==> src/rtl/updown_counter_param_if.sv <==
// Control/status bundle for updown_counter_param.
// master: the driver side. It drives enable/load/data/direction/flag-clear and
//         observes count and flags.
// slave : the counter side. It receives the controls and drives count and flags.
// Signals:
//   enable_i, load_i, up_dn_i, clr_flag_i : 1-bit controls
//   data_i [WIDTH]                        : parallel load value
//   count_o [WIDTH]                       : registered count
//   even_o, tc_o                          : combinational status derived from count_o
//   wrap_o, ovf_sticky_o                  : registered bound-event flags
interface updown_counter_param_if #(
    parameter int unsigned WIDTH = 4
) ();

    logic             enable_i;
    logic             load_i;
    logic [WIDTH-1:0] data_i;
    logic             up_dn_i;
    logic             clr_flag_i;
    logic [WIDTH-1:0] count_o;
    logic             even_o;
    logic             tc_o;
    logic             wrap_o;
    logic             ovf_sticky_o;

    modport master (
        output enable_i,
        output load_i,
        output data_i,
        output up_dn_i,
        output clr_flag_i,
        input  count_o,
        input  even_o,
        input  tc_o,
        input  wrap_o,
        input  ovf_sticky_o
    );

    modport slave (
        input  enable_i,
        input  load_i,
        input  data_i,
        input  up_dn_i,
        input  clr_flag_i,
        output count_o,
        output even_o,
        output tc_o,
        output wrap_o,
        output ovf_sticky_o
    );

endinterface

==> src/rtl/updown_counter_param.sv <==
// Parametrised up/down counter with load, wrap/saturate bounds, terminal count
// and bound-event flags.
// Ports:
//   clk_i : clock, rising edge
//   rst_i : asynchronous reset, active-high (count -> RESET_VAL, flags -> 0)
//   bus   : updown_counter_param_if.slave
//           (enable_i, load_i, data_i, up_dn_i, clr_flag_i in;
//            count_o, even_o, tc_o, wrap_o, ovf_sticky_o out)
// Priority per edge: reset > load > enable > hold.
// A "bound event" is an enabled count step taken while already at the bound in
// the current direction (MAX_VAL going up, 0 going down).
module updown_counter_param #(
    parameter int unsigned WIDTH     = 4,
    parameter int unsigned MAX_VAL   = 2**WIDTH - 1,
    parameter bit          SATURATE  = 1'b0,
    parameter int unsigned RESET_VAL = 0
) (
    input logic                  clk_i,
    input logic                  rst_i,
    updown_counter_param_if.slave bus
);

    // Catch illegal configurations at elaboration.
    if (WIDTH < 2) begin : g_bad_width
        $error("updown_counter_param: WIDTH must be >= 2");
    end
    if (MAX_VAL < 1 || MAX_VAL > 2**WIDTH - 1) begin : g_bad_max
        $error("updown_counter_param: MAX_VAL out of range");
    end
    if (RESET_VAL > MAX_VAL) begin : g_bad_reset
        $error("updown_counter_param: RESET_VAL exceeds MAX_VAL");
    end

    localparam logic [WIDTH-1:0] MaxVal   = WIDTH'(MAX_VAL);
    localparam logic [WIDTH-1:0] ResetVal = WIDTH'(RESET_VAL);
    localparam logic [WIDTH-1:0] Zero     = '0;
    localparam logic [WIDTH-1:0] One      = WIDTH'(1);

    logic [WIDTH-1:0] count_q, count_d;
    logic             wrap_q, wrap_d;
    logic             sticky_q, sticky_d;
    logic             bound_event;

    // Next-state: load clamps to the legal range; counting stops or wraps at the
    // bounds so the count never leaves 0..MAX_VAL even when MAX_VAL < 2**WIDTH-1.
    always_comb begin
        count_d     = count_q;
        bound_event = 1'b0;
        if (bus.load_i) begin
            count_d = (bus.data_i > MaxVal) ? MaxVal : bus.data_i;
        end else if (bus.enable_i) begin
            if (bus.up_dn_i) begin
                // >= rather than == keeps the counter recoverable from any
                // out-of-range value.
                if (count_q >= MaxVal) begin
                    bound_event = 1'b1;
                    count_d     = SATURATE ? MaxVal : Zero;
                end else begin
                    count_d = count_q + One;
                end
            end else begin
                if (count_q == Zero) begin
                    bound_event = 1'b1;
                    count_d     = SATURATE ? Zero : MaxVal;
                end else begin
                    count_d = count_q - One;
                end
            end
        end
    end

    // Set has priority over clear so a bound event coinciding with a clear is
    // not lost.
    always_comb begin
        wrap_d   = bound_event;
        sticky_d = bound_event | (sticky_q & ~bus.clr_flag_i);
    end

    always_ff @(posedge clk_i or posedge rst_i) begin
        if (rst_i) begin
            count_q  <= ResetVal;
            wrap_q   <= 1'b0;
            sticky_q <= 1'b0;
        end else begin
            count_q  <= count_d;
            wrap_q   <= wrap_d;
            sticky_q <= sticky_d;
        end
    end

    // Terminal count tracks direction combinationally, so it flips with up_dn_i
    // in the same cycle.
    always_comb begin
        bus.count_o      = count_q;
        bus.even_o       = ~count_q[0];
        bus.tc_o         = bus.up_dn_i ? (count_q == MaxVal) : (count_q == Zero);
        bus.wrap_o       = wrap_q;
        bus.ovf_sticky_o = sticky_q;
    end

endmodule

==> src/flat_wrapper.sv <==
// flat-port wrapper written by rule: the top's interface ports become plain ports
module updown_counter_param_flat 
#(
    parameter int unsigned WIDTH     = 4,
    parameter int unsigned MAX_VAL   = 2**WIDTH - 1,
    parameter bit          SATURATE  = 1'b0,
    parameter int unsigned RESET_VAL = 0
)
  (clk_i, rst_i, bus_enable_i, bus_load_i, bus_data_i, bus_up_dn_i, bus_clr_flag_i, bus_count_o, bus_even_o, bus_tc_o, bus_wrap_o, bus_ovf_sticky_o);
  updown_counter_param_if #(.WIDTH(WIDTH)) bus_i ();
  input logic clk_i;
  input logic rst_i;
  input wire logic [$bits(bus_i.enable_i)-1:0] bus_enable_i;
  input wire logic [$bits(bus_i.load_i)-1:0] bus_load_i;
  input wire logic [$bits(bus_i.data_i)-1:0] bus_data_i;
  input wire logic [$bits(bus_i.up_dn_i)-1:0] bus_up_dn_i;
  input wire logic [$bits(bus_i.clr_flag_i)-1:0] bus_clr_flag_i;
  output wire logic [$bits(bus_i.count_o)-1:0] bus_count_o;
  output wire logic [$bits(bus_i.even_o)-1:0] bus_even_o;
  output wire logic [$bits(bus_i.tc_o)-1:0] bus_tc_o;
  output wire logic [$bits(bus_i.wrap_o)-1:0] bus_wrap_o;
  output wire logic [$bits(bus_i.ovf_sticky_o)-1:0] bus_ovf_sticky_o;
  assign bus_i.enable_i = bus_enable_i;
  assign bus_i.load_i = bus_load_i;
  assign bus_i.data_i = bus_data_i;
  assign bus_i.up_dn_i = bus_up_dn_i;
  assign bus_i.clr_flag_i = bus_clr_flag_i;
  assign bus_count_o = bus_i.count_o;
  assign bus_even_o = bus_i.even_o;
  assign bus_tc_o = bus_i.tc_o;
  assign bus_wrap_o = bus_i.wrap_o;
  assign bus_ovf_sticky_o = bus_i.ovf_sticky_o;
  updown_counter_param #(.WIDTH(WIDTH), .MAX_VAL(MAX_VAL), .SATURATE(SATURATE), .RESET_VAL(RESET_VAL)) u_core (.clk_i(clk_i), .rst_i(rst_i), .bus(bus_i));
endmodule
==> config.mk <==
export PLATFORM = sky130hd
export DESIGN_NAME = updown_counter_param_flat
export DESIGN_NICKNAME = d
export VERILOG_FILES = /design/src/rtl/updown_counter_param_if.sv /design/src/rtl/updown_counter_param.sv /design/src/flat_wrapper.sv
export SDC_FILE = /design/constraint.sdc
export NUM_CORES = 1
export LEC_CHECK = 0
export CAP_MARGIN = 20
export CELL_PAD_IN_SITES_DETAIL_PLACEMENT = 0
export CELL_PAD_IN_SITES_GLOBAL_PLACEMENT = 1
export CORE_MARGIN = 3
export CORE_UTILIZATION = 28
export DETAILED_ROUTE_END_ITERATION = 6
export MAX_ROUTING_LAYER = met4
export PLACE_DENSITY = 0.83
export SLEW_MARGIN = 20
export SYNTH_ARGS = -nofsm -noshare
export SYNTH_HDL_FRONTEND = slang
export SYNTH_SLANG_ARGS = --single-unit
==> constraint.sdc <==
create_clock -name clk_i -period 1.77 [get_ports clk_i]
set_input_delay 0.354 -clock clk_i [delete_from_list [all_inputs] [get_ports clk_i]]
set_output_delay 0.354 -clock clk_i [all_outputs]
set_load 0.02 [all_outputs]
==> summary.txt <==
sequential share of the synthesized area -> 36.9%
Antenna Nets Post-Route -> 0
deepest clock path buffer count -> 2
minimum clock period -> 1880 ps
Vias -> 414
Mapped Area -> 407 sq um
Layout Nets -> 88
Post-Place Setup Slack -> -562 ps
HP Class -> input port to asynchronous set/reset pin
Post-synth EDFFs -> 0
Core ar. -> 0.00133 sq mm
measured slew at the worst slew-check pin -> 247 ps
antenna violations before repair -> 0
status -> finished with violations
gp weighted congestion -> 0.782
area share of the largest cell type after synthesis -> 36.9%
Setup TNS Final -> -105 ps
H-tree depth -> 1
Leakage Power -> 0.337 nW
number of CTS-inserted buffers -> 3
number of remaining DRC errors -> 0
PD cells -> 774 mW/mm^2
CTS Hold Bufs -> 0
Critical Path AT -> 1520 ps
most frequent cell after synthesis -> dfrtp_1
RSZ-0062 raised after global routing -> true
top cells by area, synth -> dfrtp_1 37%, mux2_2 8.3%, xnor2_1 6.5%
worst setup path category -> flop to output port
final hold vios -> 0
die width -> 44.1 um
Vias/cell -> 4.65
failing checks -> negative setup slack
Initial Utilization -> 30.5%
drt pass-1 iters -> 4
first-pass GRT wire length -> 1880 um
die area -> 0.00195 sq mm
largest area contributor in the netlist -> dfrtp_1
startpoint types -> flop
synth warn -> 0
Flop pwr share -> 29.6%
Layout Cells excl Fill -> 89
switching part of the total -> 32.7%
Internal Power -> 372 uW
Post-Syn Area per Cell -> 9.24 sq um
Clock Latency Late Sink -> 250 ps
worst rel slew slack -> 83.5%
placed cells -> 85
Detailed Place HPWL -> 891 um
share of layout cells above drive strength 1 -> 32.4%
post-route setup slack -> -105 ps
Psw -> 181 uW
largest net degree at the start of global routing -> 9
post-synth cell types -> 23
IO buf count -> 17
final clock skew -> 10.6 ps
final period utilization -> 106%
GR Overflow Total -> 0
syn_nets -> 56
CTS Root Cell -> clkbuf_4
Max Freq -> 533 MHz
max cap viols -> 0
Syn Inst Count -> 44
DRT Wirelength -> 1140 um
Max Transition Viols Final -> 0
area grow syn2layout -> 75.4%
Async SR Flop Fraction -> 100%
FP Rows -> 13
CTS tree -> done
Commonest cells post-synth -> 6 x dfrtp_1, 5 x inv_1, 5 x nand2_1
Req. time, crit path -> 1420 ps
clock slew at reported path FFs -> 50 ps
Yosys reg bits -> 6
GR Util All Layers -> 13.8%
ANT cells -> 0
final setup violation count -> 1
DRT iter0 DRCs -> 4
Clock Power Share -> 23.8%
worst-path fanout max -> 2
Worst Setup End Kind -> output port
number of global-route vias before repair -> 423
VDD IR-drop max -> 0.480 mV
Synth Flop Type -> dfrtp_1
Clock Sinks -> 6
chip height -> 44.1 um
Gate power share -> 46.6%
Routed WL per cell -> 12.8 um
I/O pin cnt -> 18
## metal layers
| metal | global-route usage [%] | routed length [um] | share of wire, % | up-vias |
|---|---|---|---|---|
| met5 | - | 0 | 0 | - |
| met4 | 5.42 | 5 | 0.44 | 0 |
| met3 | 4.07 | 87 | 7.6 | 2 |
| met2 | 21.2 | 521 | 46 | 13 |
| met1 | 16.9 | 526 | 46 | 182 |
| li1 | - | - | - | 217 |
## per-stage QoR
step	hold WS [ps]	area [sq um]	utilization (%)	power, mW
2_1_floorplan	145	407	-	0.284
3_3_place_gp	461	666	49.9	0.405
3_5_place_dp	473	666	49.9	0.410
4_1_cts	342	708	53.1	0.555
5_1_grt	375	713	53.5	0.588
6_report	327	713	53.5	0.552
## sequential cells by signal (all words and copies together), names as in the netlist
signal / count
u_core.bus.count_o: 4
u_core.bus.ovf_sticky_o: 1
u_core.bus.wrap_o: 1
## cell usage in the layout (no fill, tap or decap), types with 2 or more instances in the layout
cell              n
dfrtp_1           6
buf_4            11
inv_2             2
mux2_2            3
o21ai_0           3
clkdlybuf4s50_1  15
nand2_1           5
a21oi_1           2
inv_1             3
clkbuf_4          3
xnor2_1           3
## logic make-up (layout without fill, tap and decap cells)
logic type / Yosys count / after routing / share of synthesized area (%)
simple gates: 14 / 14 / 20.9
compound gates: 9 / 9 / 12.9
flops: 6 / 6 / 36.9
buf+inv: 6 / 36 / 5.85
mux: 4 / 4 / 10.8
xor+xnor: 3 / 3 / 6.46
fa+ha+maj: 2 / 2 / 6.15
## critical path, cell delays in order (launching register included)
cell and delay (ps):
dfrtp_1 380, inv_2 90, ha_4 130, or4b_4 480
nand2_4 80, buf_6 110
## path summary, 6_finish.rpt
check | startpoint | end | slack (ps) | cells past startpoint
max | u_core.bus.count_o[0]$_DFFE_PP0P_ | bus_tc_o | -110 | 5
min | rst_i | u_core.bus.wrap_o$_DFF_PP0_ | 330 | 2
max reg2reg | u_core.bus.count_o[0]$_DFFE_PP0P_ | u_core.bus.count_o[2]$_DFFE_PP0P_ | 110 | 7
min reg2reg | u_core.bus.ovf_sticky_o$_DFF_PP0_ | u_core.bus.ovf_sticky_o$_DFF_PP0_ | 480 | 1
max in group asynchronous | rst_i | u_core.bus.count_o[3]$_DFFE_PP0P_ | 1230 | 2
min in group clk_i | u_core.bus.ovf_sticky_o$_DFF_PP0_ | u_core.bus.ovf_sticky_o$_DFF_PP0_ | 480 | 1
## power groups by stage
stage / Sequential (mW) / Clock [mW] / Combinational (mW)
6_report: 0.163 / 0.131 / 0.258
5_1_grt: 0.165 / 0.142 / 0.281
4_1_cts: 0.164 / 0.136 / 0.256
3_5_place_dp: 0.165 / 0 / 0.244
3_3_place_gp: 0.164 / 0 / 0.240
2_1_floorplan: 0.198 / 0 / 0.0865
## cell type report
cell class	instances	area [sq um]
inverters	5	18.8
repair buffers	28	253
fillers	135	621
multi-input cells	32	250
well taps	15	18.8
flip-flops and latches	6	150
clock buffers	3	22.5
## repair_timing
| item | CTS | global route |
|---|---|---|
| resized for setup | 10 | 1 |
| setup endpoints to repair | 2 | 1 |
| setup buffers | 1 | 0 |
| pin swaps | 2 | 1 |
Note: power is estimated with default switching activity, not from simulation.
